$ cat config.mk
export PLATFORM = sky130hd
export DESIGN_NAME = mux_4to1_8b
export DESIGN_NICKNAME = d
export VERILOG_FILES = /design/src/rtl/mux_4to1_8b.sv
export SDC_FILE = /design/constraint.sdc
export NUM_CORES = 1
export LEC_CHECK = 0
export ABC_AREA = 1
export BUFFER_PORTS_ARGS = -buffer_cell sky130_fd_sc_hd__buf_4
export CORE_MARGIN = 2
export CORE_UTILIZATION = 38
export CTS_CLUSTER_DIAMETER = 60
export CTS_CLUSTER_SIZE = 12
export DETAILED_ROUTE_END_ITERATION = 8
export PLACE_DENSITY = 0.77
export REMOVE_ABC_BUFFERS = 1
export SYNTH_ARGS = -nofsm -noshare
export SYNTH_HDL_FRONTEND = slang
export SYNTH_SLANG_ARGS = --single-unit
$ cat constraint.sdc
create_clock -name clk -period 0.97 [get_ports clk]
set_clock_uncertainty 0.05 [all_clocks]
set_input_delay 0.097 -clock clk [delete_from_list [all_inputs] [get_ports clk]]
set_output_delay 0.097 -clock clk [all_outputs]
set_load 0.02 [all_outputs]
$ cat src/rtl/mux_4to1_8b.sv
// Registered 4:1 mux: captures the {sel2,sel1}-selected source on en, with a change pulse.
// Latency 1 cycle; no backpressure, en=0 simply holds result and sel_q.
module mux_4to1_8b #(
  parameter int WIDTH = 8
) (
  input  logic             clk,
  input  logic             rst,
  input  logic [WIDTH-1:0] a,
  input  logic [WIDTH-1:0] b,
  input  logic [WIDTH-1:0] c,
  input  logic [WIDTH-1:0] d,
  input  logic             sel1,
  input  logic             sel2,
  input  logic             en,
  output logic [WIDTH-1:0] result,
  output logic [1:0]       sel_q,
  output logic             changed
);

  logic [1:0]       w_idx;
  logic [WIDTH-1:0] w_sel;
  logic             w_diff;
  logic [WIDTH-1:0] r_result;
  logic [1:0]       r_sel_q;
  logic             r_changed;

  assign w_idx = {sel2, sel1};

  // An X/Z select matches no case item, so the default propagates X rather than picking a source.
  always_comb begin
    w_sel = {WIDTH{1'bx}};
    case (w_idx)
      2'b00:   w_sel = a;
      2'b01:   w_sel = b;
      2'b10:   w_sel = c;
      2'b11:   w_sel = d;
      default: w_sel = {WIDTH{1'bx}};
    endcase
  end

  assign w_diff = (w_sel != r_result);

  always_ff @(posedge clk or posedge rst) begin
    if (rst) begin
      r_result  <= '0;
      r_sel_q   <= 2'b00;
      r_changed <= 1'b0;
    end else begin
      r_changed <= en & w_diff;
      if (en) begin
        r_result <= w_sel;
        r_sel_q  <= w_idx;
      end
    end
  end

  assign result  = r_result;
  assign sel_q   = r_sel_q;
  assign changed = r_changed;

endmodule

* Yosys cells after proc, flatten, opt, wreduce, memory -nomap -nowiden
Cells that the tools add are included.
** Cells by class
- Equal/unequal tests :: 4
- Muxes and demuxes :: 1
- Bitwise logic cells :: 1
- Reduce and logical (&&, ||, !) cells :: 1
** Operators by type and width (number)
- 8-bit case mux with 4 select lines :: 1
- 8-bit inequality test :: 1
- 2-bit == test, second input constant :: 2
- 2-bit by 1-bit == test with 1-bit output, second input constant :: 1
- 2-bit zero test :: 1
- 1-bit AND :: 1
** Storage, ports and cells
- Register bits :: 11
- Input port bits :: 37

* Longest topological paths before layout
- Depth after elaboration :: 4
- Depth in mapped cells :: 13

* Worst setup path before layout
OpenSTA, ideal clock, no wires.
- Path type :: input -> register
- Start :: input port sel2
- End :: register r_changed (netlist: changed)
- Library setup time :: 131 ps
- Arrival :: 971 ps
- Path slack :: -182 ps
- Cell stages on the path :: 12
- Buffers on the path :: 1
- Cell sequence :: buf_4 -> inv_4 -> nor2_1 -> nand2_1 -> nand3_1 -> nand2_1 -> nand2_1 -> nand2_1 -> nor2_1 -> nand2_1 -> nor2_1 -> nor2_1
** On the way
- Cells in the longest elaborated chain, start to end :: 4
- Elaborated cells on any way between the ends :: 7
- Classes of those cells :: eq/ne: 4; mux: 1; bitwise: 1; reduce/logical: 1
** RTL lines
- start: declaration :: line 13 : input logic sel2,
- 2-bit == test (tied with other cells) :: line 32 : case (w_idx)
- 8-bit case mux with 4 select lines (*) :: line 32
- 8-bit inequality test (*) :: line 41 : assign w_diff = (w_sel != r_result);
- 1-bit AND (*) :: line 49 : r_changed <= en & w_diff;
- end signal: assignment :: line 49
- end: declaration :: line 25 : logic r_changed;
Mark *: on every way between the ends. The rest lies on a longest branch, timed or not.
A chain may end at the register's enable or synchronous reset.

* Worst setup path after layout
- Start :: register r_result[5] (netlist: result[5])
- End :: output port result[5]
** RTL lines
- start: declaration :: line 23 : logic [WIDTH-1:0] r_result;
- start signal: assignment :: line 51 : r_result <= w_sel;
- end: declaration :: line 15 : output logic [WIDTH-1:0] result,
No word-level cell between the ends.

==> run summary <==
YOSYS
---------------------------------------------------------------------------------
Per-instance average area after synthesis                               6.044 µm²
Sequential fraction of the synthesis area                                  0.3349
Mapped Area                                                             822.0 µm²
Number of enable-type register cells in the synthesized netlist                 0
Synth cell count leaders                                             sky130_fd_sc_hd__nand2_1 (57), sky130_fd_sc_hd__nand3_1 (17), sky130_fd_sc_hd__inv_1 (15), sky130_fd_sc_hd__o21ai_0 (14), sky130_fd_sc_hd__dfrtp_1 (11)
Post-synth top flop                                                  sky130_fd_sc_hd__dfrtp_1
Syn. warnings                                                                   0
Synthesized instance count                                                    136
Most frequent cell after synthesis                                   sky130_fd_sc_hd__nand2_1
Largest area contributor in the netlist                              sky130_fd_sc_hd__dfrtp_1
Biggest area contributors in the synthesized netlist                 sky130_fd_sc_hd__dfrtp_1 (33%), sky130_fd_sc_hd__nand2_1 (26%), sky130_fd_sc_hd__nand3_1 (10%)
Share of synthesized flip-flops with an asynchronous set or reset           1.000
Unique cell type count in the Yosys netlist                                    15
Flip-flop and latch count after synthesis                                      11
Portion of synthesized cell area occupied by the leading cell type         0.3349

GLOBAL ROUTE
---------------------------------------------------------------------------------
Largest net degree at the start of global routing                              22
Initial antenna violation count                                                 0
Wire length of the first global-routing pass                              4257 µm
Via count of the first global-routing pass                                  1,017
Congestion Overflow GR                                                          0
GR Util All Layers                                                         0.2236

TIMING
---------------------------------------------------------------------------------
Number of failing setup endpoints in the final timing report                    9
Count of pins over their slew limit                                             0
Post-route worst setup slack                                           -0.1185 ns
Worst slew slack as a fraction of its limit                                0.6958
Period utilization                                                          1.122
Pin slew with the least headroom to its limit                           0.4558 ns
Number of endpoints with negative hold slack in the final report                0
Unrepaired setup endpoints after global routing                              true
Final worst path period need                                             1.088 ns
Maximum clock frequency                                                 918.7 MHz
Fin Hold WS                                                             0.1757 ns

CTS
---------------------------------------------------------------------------------
Clock root buffer                                                    sky130_fd_sc_hd__clkbuf_4
H-Tree Depth                                                                    1
Deepest clock path buffer count                                                 2
Clock slew at reported path FFs                                           0.08 ns
CTS buffer count                                                                3
Clock insertion delay at the later pin of the skew report                 0.27 ns
Clock tree from TritonCTS                                                     yes
Sinks on Clock Net                                                             11

WORST HOLD PATH
---------------------------------------------------------------------------------
Hold Crit Start                                                              a[2]
Number of cells on the worst hold path                                          5
Hold/Removal Path Class                                              input port to register

SETUP PATH
---------------------------------------------------------------------------------
Type of the worst setup path                                         register to output pin
Critical path endpoint category                                        output pin
Maximum fanout along the worst path                                             3
Worst Path Required                                                       0.82 ns
CP startpoint kind                                                       register
Longest individual stage delay on the worst path                          0.42 ns
Worst path most repeated cell                                        sky130_fd_sc_hd__buf_6
Origin of the critical flop-to-flop path                                result[3]
Data arrival time of the critical path                                    0.94 ns
Slowest stage cell, crit path                                        sky130_fd_sc_hd__dfrtp_1
Launch point of the critical path                                       result[5]
Cell-by-cell trace of the critical path                              buf_6, buf_6
Number of cells on the worst reg-to-reg path                                    7

STATUS
---------------------------------------------------------------------------------
Result of the run                                                    finished, violations left
Violated checks                                                      negative setup slack

ROUTE
---------------------------------------------------------------------------------
Count of antenna-violating nets left after detailed routing                     0
Post-DR vias/cell                                                           4.873
Wire length reported by the detailed router                               2610 µm
Average detailed-routed wire length per instance                         11.40 µm
Number of DRC markers in iteration 0                                           23
Post-detailed-route DRC marker count                                            0
Pre-Repair DR Iteration Count                                                   4
Vias                                                                        1,116

FLOORPLAN
---------------------------------------------------------------------------------
Cell row count                                                                 16
Die extent in x                                                          50.51 µm
I/O pin count                                                                  48
Initial Util                                                               0.4106
Standard cell core area                                                  2002 µm²
Floorplan die height                                                     50.51 µm
Die outline area                                                         2551 µm²

PLACED DESIGN
---------------------------------------------------------------------------------
Post-DP HPWL                                                              2022 µm
Total placed instance area                                               1315 µm²
Final weighted congestion of routability-driven global placement           0.8880
I/O Buffers                                                                    47

POWER
---------------------------------------------------------------------------------
Power share of the combinational group                                      0.441
Net load switching power                                                 536.6 µW
Part of the total power dissipated in the clock network                     0.208
P_int                                                                    1.054 mW
Power Dens Cells                                                      1106 nW/µm²
Leakage dissipation                                                     0.8011 nW
Peak supply drop                                                        0.7443 mV
Switching share of power                                                   0.3373
Post-route total power                                                   1.591 mW
Sequential share of power                                                   0.350

FINISH
---------------------------------------------------------------------------------
Final-stage net count                                                         240
Share of post-route cells with drive strength above 1                      0.3564
Post-route standard cell area excluding fillers                          1438 µm²
FILL cells                                                                    171
Area Growth Syn to Fin                                                     74.89%
Area used by multi-input combinational logic                            450.4 µm²
Inserted Diodes                                                                 0
Sequential cell area                                                    275.3 µm²

FLOW RUN
---------------------------------------------------------------------------------
# Max-Cap Violations                                                            0

## power by group through the flow
stage               Combinational, mW  Sequential [mW]  Clock [mW]
floorplan                       0.216            0.617           0
detailed placement              0.620            0.556           0
global placement                0.608            0.552           0
CTS                             0.693            0.554       0.339
global route                    0.768            0.566       0.376
finish                          0.702            0.557       0.332
## stage by stage
stage / cells / utilization / worst slack (ns) / setup TNS [ns]
detailed placement: 222 / 0.6569 / -0.3300 / -0.4353
finish: 229 / 0.7181 / -0.1185 / -0.8562
floorplan: 132 / - / -0.1177 / -0.1177
CTS: 228 / 0.7106 / -0.1199 / -0.8945
global route: 229 / 0.7181 / -0.1892 / -1.346
global placement: 222 / 0.6569 / -0.2993 / -0.2993
## sequential cells by signal, indices dropped and copies added, names as in the netlist
name and count:
changed 1, result 8, sel_q 2
## cell families (layout without fill, tap and decap cells)
family	count (synthesis)	count (layout)	share of synthesized area
simple gates	85	85	0.4353
buf+inv	22	88	0.1172
compound gates	18	18	0.1126
flops	11	11	0.3349
## critical path: cells and delay by family, from the launching register on
family / cells / cell delay, ns
buffers and inverters: 2 / 0.25
flip-flops: 1 / 0.42
## layer usage
layer	track usage	routed length [µm]	vias to the layer above
met3	0.06250	221	2
met5	0	0	-
met2	0.3794	1252	47
met4	0.1081	24	0
met1	0.2575	1112	502
li1	-	-	565
## timing repair
item                       4_1_cts  5_1_grt
setup endpoints to repair       10       12
hold endpoints to repair        11        0
hold buffers                     1        0
resized for setup               17        2
pin swaps                        3        1
setup buffers                    1        1
## layout make-up
cell class / count / share of cell area
Clock buffer: 4 / 0.01828
Inverter: 18 / 0.04874
Multi-Input combinational cell: 103 / 0.3133
Sequential cell: 11 / 0.1915
Tap cell: 27 / 0.02350
Timing Repair Buffer: 66 / 0.4047
## cells in the final DEF, fill, tap and decap left out
cell type / netlist / routed
sky130_fd_sc_hd__nand2_1: 57 / 57
sky130_fd_sc_hd__o21ai_1: 3 / 3
sky130_fd_sc_hd__o21ai_0: 14 / 14
sky130_fd_sc_hd__nor2_1: 6 / 6
sky130_fd_sc_hd__inv_2: 2 / 2
sky130_fd_sc_hd__o21bai_1: 1 / 1
sky130_fd_sc_hd__clkbuf_4: 0 / 3
sky130_fd_sc_hd__buf_12: 0 / 1
sky130_fd_sc_hd__buf_6: 1 / 19
sky130_fd_sc_hd__nand3_1: 17 / 17
sky130_fd_sc_hd__dlygate4sd3_1: 0 / 1
sky130_fd_sc_hd__buf_4: 1 / 45
sky130_fd_sc_hd__nand3b_1: 4 / 4
sky130_fd_sc_hd__dfrtp_1: 11 / 11
sky130_fd_sc_hd__inv_1: 15 / 15
sky130_fd_sc_hd__nor2_2: 1 / 1
sky130_fd_sc_hd__inv_4: 1 / 1
sky130_fd_sc_hd__clkbuf_1: 2 / 1
## worst paths after layout
check / end / slack (ns)
min reg2reg: sel_q[1] / 0.48
max reg2reg: changed / -0.09
min in group asynchronous: result[4] / 0.34
min: result[2] / 0.18
max in group asynchronous: result[5] / 0.21
max: result[5] / -0.12
(Power assumes the default switching activity.)
